==> config.mk <==
export PLATFORM = sky130hd
export DESIGN_NAME = leg_stack_ctrl
export DESIGN_NICKNAME = d
export VERILOG_FILES = /design/src/rtl/leg_stack_pkg.sv /design/src/rtl/leg_stack_ptr.sv /design/src/rtl/leg_stack_ctrl.sv
export SDC_FILE = /design/constraint.sdc
export NUM_CORES = 1
export LEC_CHECK = 0
export CAP_MARGIN = 10
export CORE_MARGIN = 4
export CORE_UTILIZATION = 32
export CTS_BUF_LIST = sky130_fd_sc_hd__clkbuf_4 sky130_fd_sc_hd__clkbuf_8
export DETAILED_ROUTE_END_ITERATION = 16
export PLACE_DENSITY = 0.88
export SYNTH_ARGS = -nofsm -noshare
export SYNTH_HDL_FRONTEND = slang
export SYNTH_SLANG_ARGS = --single-unit
==> constraint.sdc <==
create_clock -name clk -period 2.1 [get_ports clk]
set_clock_uncertainty 0.2 [all_clocks]
set_input_delay 0.21 -clock clk [delete_from_list [all_inputs] [get_ports clk]]
set_output_delay 0.21 -clock clk [all_outputs]
set_load 0.01 [all_outputs]
==> src/rtl/leg_stack_pkg.sv <==
// leg_stack_pkg: shared state/op types, request priority encoder and default stack base for leg_stack_ctrl
package leg_stack_pkg;
  localparam logic [7:0] STACK_BASE_DEF = 8'hFF;
  typedef enum logic {IDLE, POP_WAIT} state_t;
  typedef enum logic [2:0] {OP_NONE, OP_CALL, OP_RET, OP_PUSH, OP_POP} op_t;
  function automatic op_t prio_op(input logic call, input logic ret, input logic push, input logic pop);
    return call ? OP_CALL : ret ? OP_RET : push ? OP_PUSH : pop ? OP_POP : OP_NONE;
  endfunction
endpackage

==> src/rtl/leg_stack_ptr.sv <==
// leg_stack_ptr: stack pointer with optional depth tracking and full/empty flags (LEG_STACK_BOUNDS_EN)
module leg_stack_ptr
  import leg_stack_pkg::*;
#(
  parameter int ADDR_W = 8,
  parameter logic [ADDR_W-1:0] STACK_BASE = ADDR_W'(STACK_BASE_DEF),
  parameter int STACK_DEPTH = 16
) (
  input  logic              clk,
  input  logic              rst,
  input  logic              push,
  input  logic              pop,
  output logic [ADDR_W-1:0] sp,
  output logic              full,
  output logic              empty
);
  always_ff @(posedge clk or negedge rst)
    if (!rst) sp <= STACK_BASE + 1'b1;
    else if (push) sp <= sp - 1'b1;
    else if (pop) sp <= sp + 1'b1;
`ifdef LEG_STACK_BOUNDS_EN
  localparam int DW = $clog2(STACK_DEPTH + 1);
  logic [DW-1:0] depth;
  always_ff @(posedge clk or negedge rst)
    if (!rst) depth <= '0;
    else if (push) depth <= depth + 1'b1;
    else if (pop) depth <= depth - 1'b1;
  assign full  = depth == DW'(STACK_DEPTH);
  assign empty = depth == '0;
`else
  assign full  = 1'b0;
  assign empty = 1'b0;
`endif
endmodule

==> src/rtl/leg_stack_ctrl.sv <==
// leg_stack_ctrl: call/return and data-stack sequencer sharing one RAM port with the datapath.
// Bounds checking and sticky overflow/underflow flags are enabled by LEG_STACK_BOUNDS_EN.
module leg_stack_ctrl
  import leg_stack_pkg::*;
#(
  parameter int DATA_W = 8,
  parameter int ADDR_W = 8,
  parameter logic [ADDR_W-1:0] STACK_BASE = ADDR_W'(STACK_BASE_DEF),
  parameter int STACK_DEPTH = 16
) (
  input  logic              clk,
  input  logic              rst,
  input  logic              call_req,
  input  logic              ret_req,
  input  logic              push_req,
  input  logic              pop_req,
  input  logic [ADDR_W-1:0] ret_addr_in,
  input  logic [DATA_W-1:0] push_data,
  input  logic              flag_clr,
  input  logic              cpu_req,
  input  logic              cpu_we,
  input  logic [ADDR_W-1:0] cpu_addr,
  input  logic [DATA_W-1:0] cpu_wdata,
  output logic              cpu_gnt,
  output logic [DATA_W-1:0] cpu_rdata,
  output logic [ADDR_W-1:0] ram_addr,
  output logic              ram_we,
  output logic              ram_re,
  output logic [DATA_W-1:0] ram_wdata,
  input  logic [DATA_W-1:0] ram_rdata,
  output logic              stall,
  output logic              pc_load,
  output logic [ADDR_W-1:0] pc_value,
  output logic              pop_valid,
  output logic [DATA_W-1:0] pop_data,
  output logic [ADDR_W-1:0] sp,
  output logic              overflow,
  output logic              underflow
);
  state_t state, state_nxt;
  op_t op;
  logic pend_ret, pend_empty, sp_dec, sp_inc, full, empty, ovf_set, unf_set, wr_op, rd_op;
  leg_stack_ptr #(.ADDR_W(ADDR_W), .STACK_BASE(STACK_BASE), .STACK_DEPTH(STACK_DEPTH)) u_ptr (
    .clk(clk), .rst(rst), .push(sp_dec), .pop(sp_inc), .sp(sp), .full(full), .empty(empty)
  );
  assign cpu_rdata = ram_rdata;
  always_comb begin
    op = state == IDLE ? prio_op(call_req, ret_req, push_req, pop_req) : OP_NONE;
    wr_op = op == OP_CALL || op == OP_PUSH;
    rd_op = op == OP_RET || op == OP_POP;
    cpu_gnt = 1'b0;
    ram_we = 1'b0;
    ram_re = 1'b0;
    ram_addr = '0;
    ram_wdata = '0;
    stall = 1'b0;
    sp_dec = 1'b0;
    ovf_set = 1'b0;
    unf_set = 1'b0;
    state_nxt = rd_op ? POP_WAIT : IDLE;
    if (wr_op) begin
      ram_we = !full;
      ram_addr = full ? '0 : sp - 1'b1;
      ram_wdata = full ? '0 : op == OP_CALL ? DATA_W'(ret_addr_in) : push_data;
      sp_dec = !full;
      ovf_set = full;
    end else if (rd_op) begin
      ram_re = !empty;
      ram_addr = empty ? '0 : sp;
      stall = !empty;
      unf_set = empty;
    end else begin
      cpu_gnt = cpu_req;
      ram_we = cpu_req && cpu_we;
      ram_re = cpu_req && !cpu_we;
      ram_addr = cpu_req ? cpu_addr : '0;
      ram_wdata = cpu_req && cpu_we ? cpu_wdata : '0;
    end
  end
  // the pop/ret result is consumed combinationally in POP_WAIT, so an async reset kills the pulse
  assign sp_inc    = state == POP_WAIT && !pend_empty;
  assign pc_load   = state == POP_WAIT && pend_ret;
  assign pop_valid = state == POP_WAIT && !pend_ret;
  assign pc_value  = pc_load && !pend_empty ? ADDR_W'(ram_rdata) : '0;
  assign pop_data  = pop_valid && !pend_empty ? ram_rdata : '0;
  always_ff @(posedge clk or negedge rst)
    if (!rst) begin
      state <= IDLE;
      pend_ret <= 1'b0;
      pend_empty <= 1'b0;
    end else begin
      state <= state_nxt;
      if (rd_op) begin
        pend_ret <= op == OP_RET;
        pend_empty <= empty;
      end
    end
`ifdef LEG_STACK_BOUNDS_EN
  always_ff @(posedge clk or negedge rst)
    if (!rst) begin
      overflow <= 1'b0;
      underflow <= 1'b0;
    end else begin
      overflow <= ovf_set || (overflow && !flag_clr);
      underflow <= unf_set || (underflow && !flag_clr);
    end
`else
  logic unused_flags;
  assign unused_flags = ^{flag_clr, ovf_set, unf_set};
  assign overflow  = 1'b0;
  assign underflow = 1'b0;
`endif
endmodule

-- After elaboration in Yosys (flattened, before gate mapping)
Cells that the tools add are included.
- register bits after elaboration: 10
- input port bits: 49
- output and inout port bits: 56
- word-level logic and storage cells: 43
- add/subtract/negate cells: 2
- equal/unequal tests: 4
- muxes and demuxes: 25
- reduce and logical (&&, ||, !) cells: 9
- operators by type and width (kind ; count):
    two-way mux 8 bit ; 11
    two-way mux 3 bit ; 5
    two-way mux 1 bit ; 9
    adder 8 x 1 -> 8 bit, second input constant ; 1
    subtractor 8 x 1 -> 8 bit, second input constant ; 1
    == test 3 x 2 -> 1 bit, second input constant ; 2
    logical AND 1 bit ; 4
    == test 3 x 1 -> 1 bit, second input constant ; 1
    == test 3 bit, second input constant ; 1
    zero test 1 bit ; 2
    logical OR 1 bit ; 2
    nonzero test 2 bit ; 1

-- Depth between registers and ports, before layout
- depth in word-level cells: 9
- gate-level depth with buffers: 7
- depth with buffers taken out: 6

-- Cells and area by module
A second synthesis with hierarchy kept.
- cells, all modules: 192
- area, all modules: 1501.4 um^2
- modules (own cells, without submodules) (module ; instances ; cells an instance ; area each (um^2)):
    leg_stack_ctrl ; 1 ; 132 ; 922.1
    leg_stack_ptr ; 1 ; 60 ; 579.3

-- Worst setup path before layout
Ideal clock, no wire load.
- path type: register to output
- start: register u_ptr.sp[1]
- end: output port ram_addr[5]
- data arrival time: 1632 ps
- required time: 1690 ps
- path slack: 58 ps
- stages on the path, launching flop included: 6
- buffers on the path: 0
- cells stage by stage: dfrtp_1 -> or4_1 -> or2_1 -> nand2_1 -> nand2_1 -> a221o_1
- longest elaborated chain between the ends: 2
- ends and longest elaborated chain (element ; line ; text):
    start: declaration ; leg_stack_ptr.sv:13 ; output logic [ADDR_W-1:0] sp,
    start signal: assignment ; leg_stack_ptr.sv:18 ; if (!rst) sp <= STACK_BASE + 1'b1;
    start signal: assignment ; leg_stack_ptr.sv:19 ; else if (push) sp <= sp - 1'b1;
    start signal: assignment ; leg_stack_ptr.sv:20 ; else if (pop) sp <= sp + 1'b1;
    subtractor 8 x 1 -> 8 bit ; leg_stack_ctrl.sv:63 ; ram_addr = full ? '0 : sp - 1'b1;
    two-way mux 8 bit ; leg_stack_ctrl.sv:61 ; if (wr_op) begin
    end: declaration ; leg_stack_ctrl.sv:26 ; output logic [ADDR_W-1:0] ram_addr,
No other way between the ends.

-- Worst setup path after layout
- start: register u_ptr.sp[3]
- end: output port ram_addr[5]
The elaborated chain is that of the path after synthesis.

==> out/qor.yml <==
crit_path_cell_trace: "or4_4 > or2_4 > nand2_1 > nand2_1 > a221o_1 > buf_2"
yosysMostFrequentCell: "nand2_1"
wl_per_cell_um: 18.2
placed_cell_area_um2: 2460
grt_max_degree: 12
synthCells: 158
post-synth-top-area-fraction_pct: 21.1
max_slew_margin_pct: 66.4
synthAdderAreaFrac_pct: 2.11
gr-usage-all-layers_pct: 23.5
area_delta_synth_final_pct: 131
worstPathMaxFanout: 3
synth-simple-area-share_pct: 27.5
numCtsBuffers: 3
netSwitchingFraction_pct: 42.9
fin_crit_ps: 2430
async_flop_share_pct: 100
violations: "setup timing"
power_frac_comb_pct: 73.3
holdWs_ps: 105
synth-xor-area-share_pct: 4.44
fp.dieH_um: 68.9
final-hold-violation-count: 0
clkTransAtPathRegs_ps: 60
status: "complete, but fails checks"
synth_mux_area_share_pct: 6.76
portBuffers: 101
vias: 1872
critPathBufInv: 1
hp-class: "in -> async"
start_kind: "register"
drv_cap: 0
power_density_nw_per_um2: 861
path_depth: 6
post-route-period-util_pct: 116
clk_latency_ps: 240
synth_common_cells: "14 x nand2_1, 12 x o21ai_0, 11 x buf_4"
core_um2: 3440
setup_viol: 6
rows: 21
critPathArrivalTime_ps: 2020
r2r_slack_ps: 130
power_mw: 2.35
power.internal_mw: 1.35
hpwl_um: 3840
fp.dieW_um: 68.9
met2WireLength_um: 3190
gp_congestion: 0.931
antenna_found_initial: 0
drc: 0
reg2reg_depth: 10
vdd_drop_max_v: 0.000679
overflow: 0
grt_pass1_wl_um: 8390
worst_pin_slew_ps: 503
final_area_um2: 2730
io_pins: 105
worst-setup-path-type: "reg -> out"
max_freq_mhz: 411
p_clk_share_pct: 10.9
switching_power_mw: 1.01
ant_nets: 0
cp_common_cell: "nand2_1"
via_per_inst: 5.41
critPathSlowestCell: "or4_4"
cts_tree: "yes"
synth_compound_area_share_pct: 25.3
drt_iter0_drc: 85
n_antenna_cell: 0
cts_max_path_buffers: 2
first_global_vias: 1763
synth_top_area_cell: "dfrtp_1"
crit_family: "simple AND/OR/NAND/NOR gates"
fin_nets: 352
drt-met1-wl_um: 2390
dp_slack_ps: -550
synth_area_um2: 1180
fin_ws_ps: -331
drt_wl_total_um: 6300
critPathRequiredTime_ps: 1690
reg2reg_from: "u_ptr.sp[1]$_DFFE_PN0P_"
reg2reg_to: "u_ptr.sp[3]$_DFFE_PN0P_"
yosys_register_bits: 10
critPathLaunch: "u_ptr.sp[3]$_DFFE_PN0P_"
synth_top_family_by_area: "simple AND/OR/NAND/NOR gates"
ys.flop_type: "dfrtp_1"
cts_max_level: 1
top_layer: "met4"
drive_gt1_share_pct: 34.3
initial_utilization_pct: 34.4
seq_power_share_pct: 15.8
synth.distinct_cells: 37
final_util_pct: 79.4
cp-endpoint: "ram_addr[5]"
synth.avg_cell_area_um2: 7.50
yosysSeqAreaShare_pct: 21.1
clock-sinks: 10
first_pass_iters: 5
max_stage_delay_ps: 560
yosys-top-cells-area: "dfrtp_1 21%, buf_4 7.0%, mux2i_1 6.8%, o2bb2ai_1 5.9%, and2_1 5.3%"
dr_wl_met3_um: 543
grt_setup_unrepaired: "true"
p_leak_nw: 1.27
ys_warn_count: 0
clock-root-buffer: "clkbuf_8"
crit_path_end_kind: "output port"
slew_viol_final: 0
synth_edf_count: 0
dieArea_um2: 4740
[how the worst min path moves through the flow]
stage,to,slack [ps]
after floorplan,pend_ret$_DFFE_PN0N_,-290
after global placement,u_ptr.sp[7]$_DFFE_PN0P_,310
after detailed placement,u_ptr.sp[7]$_DFFE_PN0P_,310
after CTS,u_ptr.sp[7]$_DFFE_PN0P_,120
after global routing,pend_ret$_DFFE_PN0N_,150
final,u_ptr.sp[7]$_DFFE_PN0P_,110
[timing repair]
item                                    in CTS  in global routing
pin swaps                                    7                 16
buffers inserted                             4                 14
cloned                                       0                  1
endpoints found under the setup margin      28                 19
gates resized for setup                    112                 22
hold buffers                                 0                  0
[power by group through the flow]
| stage | sequential [mW] | combinational, mW | clock [mW] |
|---|---|---|---|
| floorplan | 0.389 | 0.548 | 0 |
| global placement | 0.334 | 1.35 | 0 |
| detailed placement | 0.338 | 1.36 | 0 |
| CTS | 0.360 | 1.45 | 0.255 |
| global route | 0.382 | 1.82 | 0.266 |
| finish | 0.372 | 1.73 | 0.256 |
[layer usage]
metal | global-route usage, % | up-vias
li1 | - | 855
met3 | 6.81 | 20
met5 | 0 | -
met1 | 25.6 | 879
met2 | 43.1 | 118
met4 | 8.27 | 0
[final cells by class]
cell class              instances  area (um^2)
multi-input cells             122          933
well taps                      46         57.6
flip-flops and latches         10          251
clock buffers                   4         55.1
inverters                       6         30.0
fillers                       227          708
repair buffers                158         1410
[kinds of logic after synthesis]
| family | count (synthesis) |
|---|---|
| AOI/OAI and AO/OA | 43 |
| xor gates and xnor gates | 6 |
| adders and majority gates | 2 |
| buffers and inverters | 27 |
| DFF | 10 |
| muxes | 8 |
| other | 1 |
| and+or+nand+nor | 61 |
[per-stage QoR]
step,instances,setup TNS [ps]
after detailed placement,326,-8750
after floorplan,159,0
after global placement,326,-7540
after global routing,346,-1390
after CTS,334,-1040
final,346,-942
[state kept, by name, indices dropped and copies added, names as in the netlist]
| signal | cells |
|---|---|
| u_ptr.sp | 8 |
| pend_ret | 1 |
| state | 1 |
[placed cells by master (no fill, tap or decap), types with 2 or more instances in the layout]
cell / instances
buf_12: 2
inv_1: 3
o2bb2ai_1: 8
nor4_1: 3
nand4_1: 2
nor2_4: 2
a21oi_1: 3
o21ai_1: 7
clkbuf_8: 4
o21ai_0: 5
dlygate4sd2_1: 16
buf_6: 9
and2_1: 10
nor2_1: 2
buf_4: 46
mux2i_1: 8
conb_1: 2
nand2b_1: 2
o22ai_1: 2
nand3_1: 3
clkdlybuf4s50_1: 68
a221o_1: 5
o211ai_1: 4
buf_2: 15
xnor2_1: 3
dfrtp_1: 9
xor2_1: 3
nand2_1: 13
and3_1: 8
nor3_1: 3
nor2_2: 2
Note: power is estimated with default switching activity, not from simulation.
